### src/rtl/arm_pipelined_elastic_register.sv
// Elastic two-entry pipeline register (main + skid) with valid/ready and flush.
// Optional stall counter enabled by ARM_PIPE_ELASTIC_STALL_CNT_EN.
module arm_pipelined_elastic_register #(
   parameter int unsigned         BusWidth   = 32,
   parameter logic [BusWidth-1:0] ResetValue = '0,
   parameter int unsigned         CntWidth   = 32
) (
   input  logic                i_CLK,
   input  logic                i_NRESET,
   input  logic                i_FLUSH,
   input  logic                i_Valid,
   output logic                o_Ready,
   input  logic [BusWidth-1:0] i_In,
   output logic                o_Valid,
   input  logic                i_Ready,
   output logic [BusWidth-1:0] o_Out
`ifdef ARM_PIPE_ELASTIC_STALL_CNT_EN
   ,
   output logic [CntWidth-1:0] o_StallCount
`endif
);

   typedef enum logic [1:0] {
      S_EMPTY,
      S_ONE,
      S_FULL
   } state_t;

   state_t              r_State;
   state_t              w_NextState;
   logic [BusWidth-1:0] r_Main;
   logic [BusWidth-1:0] r_Skid;
   logic                w_InFire;
   logic                w_OutFire;
   logic                w_LoadMainIn;
   logic                w_LoadMainSkid;
   logic                w_LoadSkid;

   if (CntWidth == 0 || BusWidth == 0) begin : g_bad_width
      $error("BusWidth and CntWidth must be non-zero");
   end

   // Ready looks only at the skid slot, never at i_Ready.
   assign o_Ready   = i_NRESET & ~i_FLUSH & (r_State != S_FULL);
   assign o_Valid   = (r_State != S_EMPTY);
   assign o_Out     = r_Main;
   assign w_InFire  = i_Valid & o_Ready;
   assign w_OutFire = o_Valid & i_Ready;

   always_comb begin
      w_NextState    = r_State;
      w_LoadMainIn   = 1'b0;
      w_LoadMainSkid = 1'b0;
      w_LoadSkid     = 1'b0;
      unique case (r_State)
         S_EMPTY: begin
            if (w_InFire) begin
               w_NextState  = S_ONE;
               w_LoadMainIn = 1'b1;
            end
         end
         S_ONE: begin
            if (w_InFire && w_OutFire) begin
               w_LoadMainIn = 1'b1;
            end else if (w_InFire) begin
               w_NextState = S_FULL;
               w_LoadSkid  = 1'b1;
            end else if (w_OutFire) begin
               w_NextState = S_EMPTY;
            end
         end
         S_FULL: begin
            if (w_OutFire) begin
               w_NextState    = S_ONE;
               w_LoadMainSkid = 1'b1;
            end
         end
         default: w_NextState = S_EMPTY;
      endcase
   end

   always_ff @(posedge i_CLK) begin
      if (!i_NRESET || i_FLUSH) begin
         r_State <= S_EMPTY;
         r_Main  <= ResetValue;
         r_Skid  <= ResetValue;
      end else begin
         r_State <= w_NextState;
         if (w_LoadMainIn) begin
            r_Main <= i_In;
         end else if (w_LoadMainSkid) begin
            r_Main <= r_Skid;
         end
         if (w_LoadSkid) begin
            r_Skid <= i_In;
         end
      end
   end

`ifdef ARM_PIPE_ELASTIC_STALL_CNT_EN
   localparam logic [CntWidth-1:0] CntOne = 1;
   localparam logic [CntWidth-1:0] CntMax = '1;

   logic [CntWidth-1:0] r_StallCount;

   // Saturating; survives flush, cleared only by reset.
   always_ff @(posedge i_CLK) begin
      if (!i_NRESET) begin
         r_StallCount <= '0;
      end else if (o_Valid && !i_Ready && (r_StallCount != CntMax)) begin
         r_StallCount <= r_StallCount + CntOne;
      end
   end

   assign o_StallCount = r_StallCount;
`endif

endmodule

### config.mk
export PLATFORM = sky130hd
export DESIGN_NAME = arm_pipelined_elastic_register
export DESIGN_NICKNAME = d
export VERILOG_FILES = /design/src/rtl/arm_pipelined_elastic_register.sv
export SDC_FILE = /design/constraint.sdc
export NUM_CORES = 1
export LEC_CHECK = 0
export CAP_MARGIN = 20
export CORE_ASPECT_RATIO = 0.7
export CORE_MARGIN = 2
export CORE_UTILIZATION = 50
export DETAILED_ROUTE_END_ITERATION = 8
export PLACE_DENSITY_LB_ADDON = 0.08
export SYNTH_ARGS = -nofsm -noshare
export SYNTH_HDL_FRONTEND = slang
export SYNTH_SLANG_ARGS = --single-unit
### constraint.sdc
create_clock -name i_CLK -period 4.6 [get_ports i_CLK]
set_input_delay 1.38 -clock i_CLK [delete_from_list [all_inputs] [get_ports i_CLK]]
set_output_delay 1.38 -clock i_CLK [all_outputs]
set_load 0.05 [all_outputs]
# Word-level counts from Yosys, hierarchy flattened
# Index checks and enable logic that the tools add are counted.
[word_totals]
regBits = 66
elab_cells = 37
out_inout_bits = 34
[classes]
muxes = 15
bitwise_logic = 5
eq_ne = 7
reduce_logical = 7
[op_table]
columns = ["op", "count"]
rows = [
  ["two-way mux 32 bit", 2],
  ["two-way mux 2 bit", 5],
  ["!= test 2 bit, second input constant", 4],
  ["two-way mux 1 bit", 6],
  ["one-hot mux 2 bit (3 select lines)", 1],
  ["AND 1 bit", 4],
  ["AND reduction 4 bit", 1],
  ["nonzero test 2 bit", 2],
  ["!= test 3 bit, second input constant", 1],
  ["equality test 2 x 1 -> 1 bit, second input constant", 1],
  ["equality test 2 bit, second input constant", 1],
  ["logical NOT 2 bit", 1],
  ["one-hot mux 1 bit (2 select lines)", 1],
  ["logical AND 1 bit", 1],
  ["logical NOT 1 bit", 1],
  ["logical OR 1 bit", 1],
  ["NOT 1 bit", 1],
]

# Longest topological paths before layout
# Gate-level depths: netlist (run 1).
[depth]
depth_word = 8
depth_mapped = 6
ltp_nobuf = 3

# Least setup slack after synthesis (run 1)
# No wires, ideal clock.
[synth_path]
kind = "input-to-output"
start = "input i_FLUSH"
end = "output o_Ready"
required_time_ps = 3220
t_arrival_ps = 2596
setup_slack_ps = 624
path_stages = 4
cell_sequence = "nand2b_1 clkbuf_1 buf_2 nor2_1"
[synth_via]
elab_chain_cells = 3
[synth_lines]
columns = ["item", "line", "rtl"]
rows = [
  ["start: declaration", "10", "input logic i_FLUSH,"],
  ["NOT 1 bit", "44", "assign o_Ready = i_NRESET & ~i_FLUSH & (r_State != S_FULL);"],
  ["AND 1 bit (2 in a row)", "44", ""],
  ["end: declaration", "12", "output logic o_Ready,"],
]
# Every way passes these cells.

# Final worst setup path (run 1)
# Ends and elaborated chain as after synthesis.

==> results of run 1 <==
## critical path: stages
cell and delay [ps]:
clkdlybuf4s50_1 420, nand2b_2 190, nor2_1 190, buf_12 160
## final cells by class
class                           instances  area share [%]
Multi-Input combinational cell        244            36.3
Timing Repair Buffer                   77            20.8
Clock inverter                          3           0.409
Tap cell                               72            2.45
Clock buffer                           13            4.05
Sequential cell                        66            36.0
## placed cells by master, fill, tap and decap left out
cell type	Yosys	final
a311oi_2	2	2
nand2_4	1	1
nand3_1	32	32
nor2b_1	3	2
nor2b_4	0	1
clkdlybuf4s50_1	0	69
and4bb_1	1	1
buf_12	0	1
or3b_2	1	1
nand2_1	65	65
dfxtp_1	66	66
clkbuf_1	12	3
mux2i_1	1	1
nor2_1	2	2
o21ai_0	32	32
or2_2	1	1
clkinv_2	0	3
buf_4	5	7
or2b_1	1	1
o21ba_2	1	1
nand3b_1	1	1
a311oi_1	30	30
a21oi_1	34	34
clkbuf_8	0	10
nand2b_2	0	1
nor3_1	33	33
and3b_1	1	1
nand4bb_2	0	1
## cells by family (layout without fill, tap and decap cells)
group,after synthesis,in the layout
and+or+nand+nor,144,144
AOI/OAI and AO/OA,99,99
DFF,66,66
buffers and inverters,39,93
muxes,1,1
## how the worst min path moves through the flow
| stage | startpoint | slack (ps) | end |
|---|---|---|---|
| after floorplan | r_Skid[0]$_SDFFE_PP0P_ | 450 | r_Skid[0]$_SDFFE_PP0P_ |
| after global placement | r_Skid[24]$_SDFFE_PP0P_ | 460 | r_Skid[24]$_SDFFE_PP0P_ |
| after detailed placement | r_Skid[6]$_SDFFE_PP0P_ | 470 | r_Skid[6]$_SDFFE_PP0P_ |
| after CTS | r_Skid[6]$_SDFFE_PP0P_ | 480 | r_Skid[6]$_SDFFE_PP0P_ |
| after global routing | r_Skid[29]$_SDFFE_PP0P_ | 480 | o_Out[29]$_SDFFE_PP0P_ |
| final | r_Skid[5]$_SDFFE_PP0P_ | 480 | r_Skid[5]$_SDFFE_PP0P_ |
## power by group
group	internal (mW)	total (mW)	switching, mW
clock network	0.208	0.421	0.212
registers	0.579	0.583	0.00475
logic	0.0539	0.133	0.0788
total	0.841	1.14	0.296
## Yosys cell counts
| master | n |
|---|---|
| dfxtp_1 | 66 |
| nand2_1 | 65 |
| a21oi_1 | 34 |
| nor3_1 | 33 |
| nand3_1 | 32 |
| o21ai_0 | 32 |
| a311oi_1 | 30 |
| buf_2 | 18 |
| clkbuf_1 | 12 |
| buf_4 | 5 |
| buf_6 | 4 |
| nor2b_1 | 3 |
| a311oi_2 | 2 |
| nor2_1 | 2 |
| and3b_1 | 1 |
| and4bb_1 | 1 |
| mux2i_1 | 1 |
| nand2_4 | 1 |
| nand2b_1 | 1 |
| nand3b_1 | 1 |
| nand4bb_1 | 1 |
| o21ba_2 | 1 |
| or2_2 | 1 |
| or2b_1 | 1 |
| or3b_2 | 1 |
## per-stage QoR
step / worst slack (ps) / instances / cell area (sq um) / util [%] / hold slack [ps]
after global placement: 870 / 459 / 3510 / 65.4 / 460
after global routing: 782 / 475 / 3670 / 68.4 / 484
after detailed placement: 870 / 459 / 3510 / 65.4 / 466
after floorplan: 624 / 349 / 2860 / - / 454
after CTS: 868 / 475 / 3670 / 68.4 / 476
final: 873 / 475 / 3670 / 68.4 / 478
## per-layer routing
| metal | global-route usage (%) | vias up | wire [microns] |
|---|---|---|---|
| met1 | 32.8 | 1299 | 3530 |
| met5 | 0 | - | 0 |
| li1 | - | 1354 | - |
| met3 | 8.15 | 11 | 555 |
| met4 | 5.25 | 0 | 62 |
| met2 | 37.3 | 108 | 3230 |
## flip-flops by register name, indices dropped and copies added (netlist names)
name     cells
o_Out       32
r_Skid      32
r_State      2
==> flow_summary.ini, run 1 <==
[clock_network]
clk_root_buffer_cell = clkbuf_8
cts.path.max_buffers = 2
cts.clk_slew.worst_paths_ps = 70
num_cts_buffers = 9
cts_hold_buffers = 0
tritoncts = done
cts_repair_resizes = 0
htreeDepth = 3
clkSinkCount = 66
insertion_delay_ps = 340
post_cts_repair_setup_buffers = 0

[route]
drcViolationCount = 0
detail-route-antenna-nets = 0
drt_first_iter_violations = 266
vias_after_detailed_routing = 2772
via_per_inst = 5.84
routed_wl_mm = 7.37
drt_pass1_iterations = 5
wire_per_inst_microns = 15.5

[yosys]
synth_largest_area_cell = dfxtp_1
synthesis.yosys.warnings = 0
syn_area_per_cell_sq_um = 8.19
syn-cell-area_sq_um = 2860
combinational_family_with_the_most_area_after_synthesis = simple AND/OR/NAND/NOR gates
synth_simple_gate_area_share_pct = 23.6
synth.top_cells.by_area = dfxtp_1 46%, a311oi_1 9.2%, nand2_1 8.5%
synth_xor_area_share_pct = 0
share_of_the_yosys_chip_area_belonging_to_registers_pct = 46.2
nets_in_the_synthesized_netlist = 386
yosys-mux-area-fraction_pct = 0.350
synth-compound-area-share_pct = 22.2
synth_cells = 349
post-synth-top-area-fraction_pct = 46.2
synth_seq_cells = 66
synth.distinct_cells = 25
adder_cell_fraction_of_synth_area_pct = 0

[finish]
final_layout_size_suffix_gt1_share_pct = 7.44
syn2layout_area_growth_pct = 28.5
area_taken_by_multi_input_logic_gates_sq_um = 1330
fillers = 451
final_net_count = 435
layout.area.seq_sq_um = 1320
num_antenna_cells = 0

[critical_path]
cp.arrival_ps = 2350
largest_fanout_on_the_critical_path = 3
reg2reg_setup_slack_ps = 2780
launch_point_of_the_worst_path = i_FLUSH
setup.worst_path.end = o_Ready
worst-setup-path-type = in2out
r2r-end = o_Out[25]$_SDFFE_PP0P_
worst_path_required_time_ps = 3220
worstSetupEndpointType = primary output
rr_startpoint = r_State[1]$_SDFFE_PP0P_
worst_setup_path_start_kind = input pin
count_of_cells_along_the_worst_register_to_register_path = 4

[timing]
layout_min_cycle_time_ps = 3730
relSlewSlack_pct = 53.4
report.final.slew_viol_count = 0
worst_clock_skew_ps = 6.72
hold_viol = 0
finalSetupViolations = 0
max_freq_ghz = 0.268
tightestPinTransition_ps = 699
grt_setup_unrepaired = no
setup-tns-final_ps = 0
fin_crit_sh_pct = 81.0

[placed_design]
io_buffers = 70
place.detailed.hpwl_mm = 4.08
place.gp.congestion = 0.721

[floorplan]
starting_density_of_the_core_pct = 53.2
die_y_microns = 67.3
placement_rows = 22
die_w_microns = 94.4
top_level_ports = 71
fp.dieArea_sq_um = 6350
design.core.area_sq_um = 5370

[global_route]
wire_length_of_the_first_global_routing_pass_mm = 11.9
grt_pass1_vias = 2479
global_route.usage.total_pct = 24.0
number_of_antenna_violations_at_the_first_check_in_global_routing = 0
pin_count_of_the_biggest_net_entering_global_routing = 67
grt_overflow_total = 0

[pwr]
total_power_mw = 1.14
ir_worst_vdd_v = 0.000207
power-per-cell-area_nw_per_um2 = 310
power.static_leakage_nw = 1.11

[hold_path]
holdCritPathClass = reg2reg
hold-path-cell-count = 2

[outcome]
outcome = finished, final reports clean

[job]
drv_cap = 0
Power figures use the tool's default switching activity.
==> run 2, diff against run 1 <==
--- a/config.mk
+++ b/config.mk
@@ -8,7 +8,7 @@
 export CAP_MARGIN = 20
 export CORE_ASPECT_RATIO = 0.7
 export CORE_MARGIN = 2
-export CORE_UTILIZATION = 50
+export CORE_UTILIZATION = 49
 export DETAILED_ROUTE_END_ITERATION = 8
 export PLACE_DENSITY_LB_ADDON = 0.08
 export SYNTH_ARGS = -nofsm -noshare
==> constraint.sdc (replaced) <==
create_clock -name i_CLK -period 3.6 [get_ports i_CLK]
set_input_delay 1.08 -clock i_CLK [delete_from_list [all_inputs] [get_ports i_CLK]]
set_output_delay 1.08 -clock i_CLK [all_outputs]
set_load 0.05 [all_outputs]
==> flow_summary.ini, run 2 (synthesis gave the netlist of run 1 again) <==
[floorplan]
die_y_microns = 67.9
placement_rows = 23
die_w_microns = 95.3
top_level_ports = 71
starting_density_of_the_core_pct = 50.4
design.core.area_sq_um = 5670
fp.dieArea_sq_um = 6470

[clock_network]
clkSinkCount = 66
cts_repair_resizes = 0
tritoncts = done
cts.clk_slew.worst_paths_ps = 70
clk_root_buffer_cell = clkbuf_8
num_cts_buffers = 9
insertion_delay_ps = 340
post_cts_repair_setup_buffers = 0
cts.path.max_buffers = 2
htreeDepth = 3
cts_hold_buffers = 0

[critical_path]
worstSetupEndpointType = primary output
worst_path_required_time_ps = 2520
worst-setup-path-type = in2out
rr_startpoint = r_State[0]$_SDFFE_PP0P_
timing.critical_path.cells = clkdlybuf4s50_1, nand2b_2, nor2_1, buf_12
r2r-end = o_Out[26]$_SDFFE_PP0P_
count_of_cells_along_the_worst_register_to_register_path = 3
worst_setup_path_start_kind = input pin
reg2reg_setup_slack_ps = 1620
cp.arrival_ps = 2080
critical_path_buf_inv_count = 2
worstSetupPathDepth = 4
largest_fanout_on_the_critical_path = 3
worst_path_largest_cell_delay_ps = 440
cp_slowest_cell = clkdlybuf4s50_1
crit_family = buffers and inverters

[timing]
layout_min_cycle_time_ps = 3160
relSlewSlack_pct = 52.7
tightestPinTransition_ps = 710
setup-tns-final_ps = 0
finalSetupViolations = 0
worst_clock_skew_ps = 5.41
report.final.slew_viol_count = 0
grt_setup_unrepaired = no
hold_viol = 0
max_freq_ghz = 0.317
fin_crit_sh_pct = 87.7

[finish]
post-route-cell-area_sq_um = 3710
most-common-layout-cells = 69 x clkdlybuf4s50_1, 66 x dfxtp_1, 65 x nand2_1
syn2layout_area_growth_pct = 29.7
num_antenna_cells = 0
final_layout_size_suffix_gt1_share_pct = 8.11
layout.cells.most_common = clkdlybuf4s50_1
final_net_count = 439

[global_route]
pin_count_of_the_biggest_net_entering_global_routing = 67
wire_length_of_the_first_global_routing_pass_mm = 12.1
global_route.usage.total_pct = 24.5
grt_overflow_total = 0
grt_pass1_vias = 2577
number_of_antenna_violations_at_the_first_check_in_global_routing = 0

[hold_path]
holdCritPathClass = reg2reg
min_from = r_Skid[29]$_SDFFE_PP0P_
hold-path-cell-count = 2
hold_path_endpoint = o_Out[29]$_SDFFE_PP0P_

[route]
routed_wl_mm = 7.54
drt_first_iter_violations = 244
drt_pass1_iterations = 4
vias_after_detailed_routing = 2818
drcViolationCount = 0
detail-route-antenna-nets = 0
wire_per_inst_microns = 15.6
via_per_inst = 5.85

[job]
drv_cap = 0

[placed_design]
io_buffers = 70
place.detailed.hpwl_mm = 4.41
placedInstanceArea_sq_um = 3540
place.gp.congestion = 0.742

[pwr]
power.static_leakage_nw = 1.12
power-per-cell-area_nw_per_um2 = 393
ir_worst_vdd_v = 0.000248

[outcome]
outcome = finished, final reports clean
## run 2: changes by cell type in the layout (fill, tap and decap cells not counted)
cell        delta
clkinv_2       -2
clkbuf_1       +1
clkinvlp_4     +1
buf_4          +4
## run 2: report_power, final
part / switching, mW / total [mW] / internal (mW)
clock network: 0.270 / 0.539 / 0.269
logic: 0.102 / 0.172 / 0.0706
registers: 0.00577 / 0.745 / 0.739
total: 0.378 / 1.46 / 1.08
## run 2: how the worst max path moves through the flow
stage | from | end | slack (ps)
2_1_floorplan | i_FLUSH | o_Ready | 220
3_3_place_gp | i_FLUSH | o_Ready | 490
3_5_place_dp | i_FLUSH | o_Ready | 450
4_1_cts | i_FLUSH | o_Ready | 430
5_1_grt | i_FLUSH | o_Ready | 410
6_report | i_FLUSH | o_Ready | 440
## run 2: tightest hold or removal path: cells and delay by family (launching register included)
family	cells	cell delay (ps)
flops	1	310
simple gates	1	50
compound gates	1	70
## run 2: metrics by stage
stage	total power [mW]	setup WS (ps)	hold WS [ps]	instances	utilization, %
finish	1.46	442	477	482	65.4
global route	1.51	405	495	482	65.4
CTS	1.46	434	477	482	65.4
detailed placement	0.933	446	467	466	62.5
global placement	0.932	490	460	466	62.5
floorplan	0.853	224	454	349	-
## run 2: layer usage
layer,up-vias,track usage (%),part of all wire [%]
met5,-,0,0
met4,0,9.06,1.2
met3,8,7.38,7.6
met2,108,37.1,44
met1,1337,33.4,47
li1,1365,-,-
## run 2: layout make-up
type | count | area (sq um)
clock buffers | 14 | 153
clock inverters | 2 | 12.5
fillers | 517 | 1960
multi-input cells | 244 | 1330
flip-flops and latches | 66 | 1320
well taps | 75 | 93.8
repair buffers | 81 | 793
==> run 3, diff against run 2 <==
--- a/config.mk
+++ b/config.mk
@@ -6,10 +6,11 @@
 export NUM_CORES = 1
 export LEC_CHECK = 0
 export CAP_MARGIN = 20
-export CORE_ASPECT_RATIO = 0.7
+export CORE_ASPECT_RATIO = 2
 export CORE_MARGIN = 2
 export CORE_UTILIZATION = 49
 export DETAILED_ROUTE_END_ITERATION = 8
+export HOLD_SLACK_MARGIN = 0.15
 export PLACE_DENSITY_LB_ADDON = 0.08
 export SYNTH_ARGS = -nofsm -noshare
 export SYNTH_HDL_FRONTEND = slang
==> flow_summary.ini, run 3 (synthesis gave the netlist of run 1 again) <==
[outcome]
outcome = finished, final reports clean

[pwr]
power-per-cell-area_nw_per_um2 = 476
power_switching_share_pct = 22.0
total_power_mw = 1.84
power_switching_mw = 0.405
p_clk_share_pct = 50.1
pwr-share-comb_pct = 9.4
ir_worst_vdd_v = 0.000527
internal_power_mw = 1.44
power.static_leakage_nw = 1.21
seq_power_share_pct = 40.5

[timing]
worst_clock_skew_ps = 4.40
hold_viol = 0
tightestPinTransition_ps = 789
grt_setup_unrepaired = no
finalSetupViolations = 0
layout_min_cycle_time_ps = 3140
setup_ws_ps = 462
fin_crit_sh_pct = 87.2
relSlewSlack_pct = 47.3
max_freq_ghz = 0.319
setup-tns-final_ps = 0
report.final.slew_viol_count = 0

[critical_path]
cp_slowest_cell = clkdlybuf4s50_1
timing.critical_path.cells = clkdlybuf4s50_1, nand2b_2, nor2_1, buf_12
crit_family = buffers and inverters
worstSetupEndpointType = primary output
reg2reg_setup_slack_ps = 1590
critical_path_buf_inv_count = 2
cp.arrival_ps = 2060
worst_setup_path_start_kind = input pin
worst_path_required_time_ps = 2520
r2r-end = r_Skid[26]$_SDFFE_PP0P_
count_of_cells_along_the_worst_register_to_register_path = 4
worst_path_largest_cell_delay_ps = 420
worst-setup-path-type = in2out
largest_fanout_on_the_critical_path = 3
worstSetupPathDepth = 4
rr_startpoint = r_State[1]$_SDFFE_PP0P_

[finish]
layout.cells.non_filler = 468
final_layout_size_suffix_gt1_share_pct = 8.11
final_net_count = 439
syn2layout_area_growth_pct = 35.6
most-common-layout-cells = 69 x clkdlybuf4s50_1, 66 x dfxtp_1, 65 x nand2_1
num_antenna_cells = 0
fillers = 491
layout.cells.most_common = clkdlybuf4s50_1

[global_route]
global_route.usage.total_pct = 25.4
pin_count_of_the_biggest_net_entering_global_routing = 67
wire_length_of_the_first_global_routing_pass_mm = 13.0
number_of_antenna_violations_at_the_first_check_in_global_routing = 0
grt_pass1_vias = 2876
grt_overflow_total = 0

[placed_design]
io_buffers = 70
place.gp.congestion = 0.771
total_placed_cells_including_tap_cells = 452
pre_cts_slack_ps = 377
place.detailed.hpwl_mm = 4.80

[route]
detail-route-antenna-nets = 0
drt_pass1_iterations = 4
drt_first_iter_violations = 149
via_per_inst = 6.01
wire_per_inst_microns = 16.3
routed_wl_mm = 7.62
vias_after_detailed_routing = 2812
drcViolationCount = 0

[floorplan]
fp.dieArea_sq_um = 6500
die_y_microns = 112
design.core.area_sq_um = 5660
placement_rows = 39
starting_density_of_the_core_pct = 50.5
top_level_ports = 71
die_w_microns = 58

[clock_network]
htreeDepth = 3
cts_repair_resizes = 0
cts.path.max_buffers = 2
cts.clk_slew.worst_paths_ps = 50
cts_hold_buffers = 0
tritoncts = done
num_cts_buffers = 9
insertion_delay_ps = 330
post_cts_repair_setup_buffers = 0
clkSinkCount = 66
clk_root_buffer_cell = clkbuf_16

[hold_path]
holdCritPathClass = reg2reg
hold_path_endpoint = r_Skid[19]$_SDFFE_PP0P_
hold-path-cell-count = 2
min_from = r_Skid[19]$_SDFFE_PP0P_

[job]
drv_cap = 0
-- run 3: cell type report --
cell class	count	area, sq um	share of cell area [%]
Clock buffer	14	254	6.55
Timing Repair Buffer	81	831	21.4
Tap cell	61	76.3	1.97
Multi-Input combinational cell	244	1330	34.4
Clock inverter	2	60.1	1.55
Sequential cell	66	1320	34.1
-- run 3: metal layers --
layer  vias up  part of all wire (%)  routed length [microns]  track usage (%)
met5         -                     0                        0                0
met4         0                   1.9                      142             14.0
met3        13                   4.6                      352             5.34
met2        95                    54                     4120             43.9
met1      1335                    39                     3000             27.8
li1       1369                     -                        -                -
-- run 3: how the worst max path moves through the flow --
stage	from	endpoint	slack (ps)
after global placement	i_Ready	o_Out[16]$_SDFFE_PP0P_	390
after CTS	i_FLUSH	o_Ready	460
after detailed placement	i_Ready	o_Out[23]$_SDFFE_PP0P_	380
final	i_FLUSH	o_Ready	460
after global routing	i_FLUSH	o_Ready	400
after floorplan	i_FLUSH	o_Ready	220
-- run 3: tightest hold or removal path: cells and delay by family, from the launching register on --
family	cells	cell delay [ps]
flip-flops	1	300
AO/OA/AOI/OAI	2	120
-- run 3: power groups by stage --
stage / Clock, mW / Sequential, mW / Combinational [mW]
floorplan: 0 / 0.789 / 0.0643
global placement: 0 / 0.762 / 0.173
detailed placement: 0 / 0.762 / 0.173
CTS: 0.934 / 0.747 / 0.174
global route: 0.972 / 0.747 / 0.185
finish: 0.924 / 0.747 / 0.174
-- run 3: metrics by stage --
stage | hold slack, ps | util (%) | instance area [sq um]
after floorplan | 454 | - | 2860
after global placement | 460 | 62.9 | 3560
after detailed placement | 467 | 62.9 | 3560
after CTS | 476 | 68.5 | 3880
after global routing | 501 | 68.5 | 3880
final | 476 | 68.5 | 3880
==> variant 1: new RTL, config.mk and constraints of run 2 <==
The parameter `BusWidth` goes from 32 to 64.
--- a/src/rtl/arm_pipelined_elastic_register.sv
+++ b/src/rtl/arm_pipelined_elastic_register.sv
@@ -1,7 +1,7 @@
 // Elastic two-entry pipeline register (main + skid) with valid/ready and flush.
 // Optional stall counter enabled by ARM_PIPE_ELASTIC_STALL_CNT_EN.
 module arm_pipelined_elastic_register #(
-   parameter int unsigned         BusWidth   = 32,
+   parameter int unsigned         BusWidth   = 64,
    parameter logic [BusWidth-1:0] ResetValue = '0,
    parameter int unsigned         CntWidth   = 32
 ) (
Ports: changed (resized i_In and o_Out); port bits go from 71 to 135. The function was not compared with the original's and may differ.
==> variant 1 against run 2 <==
- sequential share of layout area fell by 0.69 points
- die area rose by 89%
- synthesized cell count rose by 94%
- setup slack got worse by 79 ps
- routed wire length rose by 110%
- sequential cell count rose by 64
- final area rose by 100%
- critical path depth did not move
- area after synthesis rose by 95%
- core utilization rose by 2.0 points
- clock skew rose by 4.3 ps
- total power rose by 150%
- via count rose by 100%
- critical endpoint unchanged
- largest power group is now clock
==> variant 1: results (changes against run 2) <==
Worst setup path
  • Worst path max stage delay: 600 ps (+160 ps)
  • CP top delay family: buffers and inverters
  • CP max FO: 3 (unchanged)
  • Worst path slowest cell: clkdlybuf4s50_1
  • Worst EP arrival: 2160 ps (+80 ps)

Yosys
  • Syn_nets: 745 (+93%)
  • Post-synth top cells: dfxtp_1 (130), nand2_1 (129), a21oi_1 (66)
  • Yosys warns: 0 (unchanged)
  • Largest cells by area after synthesis: dfxtp_1 (47%), a311oi_1 (10%), nand2_1 (8.7%)
  • Post-synthesis cell type count: 24 (-4.0%)
  • Async SR Flop Fraction: 0% (unchanged)
  • Seq/Total Area, Yosys: 46.8% (+0.57 points)

Finish
  • NumNets Final: 837 (+91%)
  • Share of cells above drive strength 1: 7.55% (-0.55 points)
  • ANT cells: 0 (unchanged)
  • Layout fillers: 946 (+83%)

GRT
  • GR Util All Layers: 26.5% (+1.9 points)
  • Vias in the first global route: 5330 (+110%)
  • Largest net degree at the start of global routing: 131 (+96%)
  • Initial antenna violation count: 0 (unchanged)
  • Global-route wire length before repair: 26.4 mm (+120%)

Clock network
  • Post-CTS Setup Bufs: 0 (unchanged)
  • TritonCTS Buffers: 17 (+8)
  • Post-cts sizing count: 0 (unchanged)
  • Deepest clock path buffer count: 2 (unchanged)
  • H-tree level count: 4 (+1)
  • Clock transition at path regs: 50 ps (-20 ps)
  • Worst-Skew Late Latency: 410 ps (+70 ps)
  • Clock root buffer: clkbuf_16

Power
  • P_leak: 2.28 nW (+100%)
  • Peak VDD IR: 345 uV (+39%)

Routing
  • Vias per cell: 6.08 (+4.0%)
  • Detailed-router iteration count before antenna repair: 5 (+1)
  • Avg WL per Cell: 17.0 um (+8.8%)
  • Iter 0 DRT Violations: 526 (+120%)

Place
  • Gp weighted congestion: 0.775 (+4.4%)
  • Placed inst area: 6820 um2 (+93%)
  • Hpwl dp: 9.35 mm (+110%)
  • PortBufs: 134 (+91%)

STA
  • Slew HR: 58.8% (+6.1 points)
  • Count of final setup violators: 0 (unchanged)
  • Worst Skew: 9.73 ps (+4.32 ps)

Min path
  • Hold Path Class: reg -> reg

Status
  • Status: completed
[variant 1: cell count changes after synthesis, sizes merged, moves of 14 or more]
cell and delta:
dfxtp +64, nand2 +64, a21oi +32, a311oi +32, nand3 +32, nor3 +32, o21ai +32, buf +25
clkbuf +14
[variant 1: cells by family (layout without fill, tap and decap cells)]
group | count (synthesis) | in the layout | synth area share [%]
AOI/OAI and AO/OA | 195 | 195 | 22.0
muxes | 1 | 1 | 0.180
buffers and inverters | 78 | 183 | 8.75
and+or+nand+nor | 272 | 272 | 22.3
DFF | 130 | 130 | 46.8
[variant 1: through the flow]
step	hold slack, ps	power [mW]	setup slack [ps]	utilization (%)	cells
2_1_floorplan	454	1.67	173	-	676
3_3_place_gp	460	1.82	360	61.8	902
3_5_place_dp	467	1.82	354	61.8	902
4_1_cts	474	3.60	353	67.4	934
5_1_grt	490	3.70	331	67.4	934
6_report	474	3.59	363	67.4	934
[variant 1: per-layer routing]
layer  GRT usage [%]  up-vias  wire (um)
met1            35.6     2746       7100
met4            10.9        0        327
met3            5.42       31       1200
met5               0        -          0
li1                -     2633          -
met2            42.0      268       7280
[variant 1: final cells by class]
type / count / share of cell area (%)
flip-flops and latches: 130 / 35.0
multi-input cells: 468 / 33.6
repair buffers: 151 / 20.5
clock buffers: 21 / 6.32
well taps: 153 / 2.57
clock inverters: 11 / 2.03
[variant 1: tightest hold or removal path: cells and delay by family, from the launching register on]
kind	cells	cell delay (ps)
DFF	1	300
AOI/OAI and AO/OA	2	120
[variant 1: worst paths after layout]
| check | start | endpoint | slack, ps | cells after the start |
|---|---|---|---|---|
| hold reg to reg | r_Skid[3] | r_Skid[3] | 470 | 2 |
| setup / recovery | i_NRESET | o_Ready | 360 | 4 |
| hold / removal | r_Skid[3] | r_Skid[3] | 470 | 2 |
| setup reg to reg | r_State[1] | o_Out[16] | 1720 | 4 |
[variant 1: power by group]
group          switching (mW)  internal [mW]
Combinational           0.196          0.131
Sequential             0.0118           1.46
Clock                   0.643           1.15
==> variant 2: new RTL, config.mk and constraints of run 2 <==
Made on the original files. The option `ARM_PIPE_ELASTIC_STALL_CNT_EN` is turned on by a define.
--- a/src/rtl/arm_pipelined_elastic_register.sv
+++ b/src/rtl/arm_pipelined_elastic_register.sv
@@ -1,5 +1,7 @@
 // Elastic two-entry pipeline register (main + skid) with valid/ready and flush.
 // Optional stall counter enabled by ARM_PIPE_ELASTIC_STALL_CNT_EN.
+`define ARM_PIPE_ELASTIC_STALL_CNT_EN
+
 module arm_pipelined_elastic_register #(
    parameter int unsigned         BusWidth   = 32,
    parameter logic [BusWidth-1:0] ResetValue = '0,
Check against the original RTL (old outputs only; new: o_StallCount): equivalent (Yosys induction, for registers that start in step).
==> variant 2 against run 2 <==
- critical path type unchanged
- clock power grew 81%
- sequential cell count grew 32
- final cell count grew 54%
- final area grew 54%
- highest routed layer unchanged
- non-clock buffer count grew 32
- routed wire length grew 53%
- total power grew 54%
- critical endpoint unchanged
- area after synthesis grew 49%
- setup slack gained 1.1 ps
==> variant 2: results (changes against run 2) <==
Routing
  • Iter 0 DRT Violations: 362 (+48%)
  • Detailed-router iteration count before antenna repair: 5 (+1)
  • Vias per cell: 5.64 (-3.6%)
  • Drt total wl: 11.5 mm (+53%)

Min path
  • Hold depth: 2 (unchanged)
  • Min-delay src: r_Skid[7]
  • Hold Path Class: reg -> reg
  • Hold EP: r_Skid[7]

Clock network
  • Post-CTS Setup Bufs: 0 (unchanged)
  • TritonCTS Buffers: 9 (unchanged)
  • Clock root buffer: clkbuf_16

GRT
  • GR Util All Layers: 24.6% (+0.081 points)
  • Initial antenna violation count: 0 (unchanged)
  • Global-route wire length before repair: 18.4 mm (+52%)
  • Vias in the first global route: 3829 (+49%)
  • Largest net degree at the start of global routing: 68 (+1.5%)

Place
  • Pre-CTS WS: 290 ps (-156 ps)
  • Gp weighted congestion: 0.947 (+28%)
  • PortBufs: 102 (+46%)
  • Hpwl dp: 7.61 mm (+72%)

Finish
  • Share of cells above drive strength 1: 6.10% (-2.0 points)
  • NumNets Final: 656 (+49%)

STA
  • Worst-margin pin slew: 987 ps (+277 ps)
  • Worst Skew: 2.56 ps (-2.85 ps)
  • Count of final setup violators: 0 (unchanged)

Power
  • P_leak: 1.80 nW (+60%)
  • Switch share: 22.6% (-3.3 points)
  • Peak VDD IR: 247 uV (-0.40%)

Yosys
  • Largest cells by area after synthesis: dfxtp_1 (46%), nand2_1 (9.7%), a311oi_1 (6.6%)
  • Area share of fa/ha/maj cells after synthesis: 0.294% (+0.29 points)
  • Post-synthesis mux area share: 0.942% (+0.59 points)
  • Xor and xnor area share after synthesis: 3.09% (+3.1 points)
  • Post-synthesis cell type count: 42 (+68%)
  • Async SR Flop Fraction: 0% (unchanged)
  • Syn_nets: 569 (+47%)
  • Synth Area in Compound Gates: 16.1% (-6.1 points)
  • Seq/Total Area, Yosys: 46.2% (-0.076 points)
  • Post-synth top cells: nand2_1 (110), dfxtp_1 (98), nor2_1 (51)

Worst setup path
  • Reg2Reg Capture Point: o_StallCount[18]
  • Reg-to-reg slack, setup: 1010 ps (-610 ps)
  • CP max FO: 2 (-1)
  • FF-to-FF Start: o_StallCount[1]
  • Register-to-Register Path Depth: 6 (+3)

Status
  • Status: completed
==> variant 2: layout make-up <==
class	count	area (um2)
fillers	726	2740
multi-input cells	389	2140
flip-flops and latches	98	1960
repair buffers	113	1110
clock buffers	12	256
well taps	120	150
clock inverters	4	50.0
inverters	7	26.3
==> variant 2: through the flow <==
step           area [um2]  utilization, %  instances  hold slack [ps]
2_1_floorplan        4250               -        531              437
3_3_place_gp         5390            63.9        727              442
3_5_place_dp         5390            63.9        727              449
4_1_cts              5700            67.5        743              458
5_1_grt              5700            67.5        743              471
6_report             5700            67.5        743              456
==> variant 2: worst max path at each step <==
stage	start	depth (start not counted)	slack (ps)	to
final	i_FLUSH	4	440	o_Ready
after detailed placement	i_Ready	6	290	o_StallCount[31]
after CTS	i_FLUSH	4	430	o_Ready
after global placement	i_Ready	6	370	o_StallCount[31]
after global routing	i_FLUSH	4	420	o_Ready
after floorplan	i_FLUSH	5	130	o_Ready
==> variant 2: cell families after synthesis <==
logic type / count (synthesis)
AND/OR/NAND/NOR: 266
AO/OA/AOI/OAI: 103
flip-flops: 98
buffers and inverters: 44
XOR/XNOR: 15
multiplexers: 4
adder cells (fa/ha/maj): 1
==> variant 2: metal layers <==
layer | global-route usage [%] | share of wire (%)
met1 | 35.4 | 48
met2 | 36.9 | 45
met3 | 5.83 | 6.7
met4 | 6.75 | 0.90
met5 | 0 | 0
==> variant 2: critical path, delay by kind of cell <==
family,cells,cell delay [ps]
buf+inv,2,600
simple gates,2,390
==> variant 2: power groups by stage <==
stage	Combinational, mW	Clock [mW]	Sequential, mW
after global placement	0.172	0	1.13
after global routing	0.186	1.04	1.10
after detailed placement	0.174	0	1.13
after CTS	0.175	0.992	1.10
after floorplan	0.0579	0	1.15
final	0.174	0.974	1.10
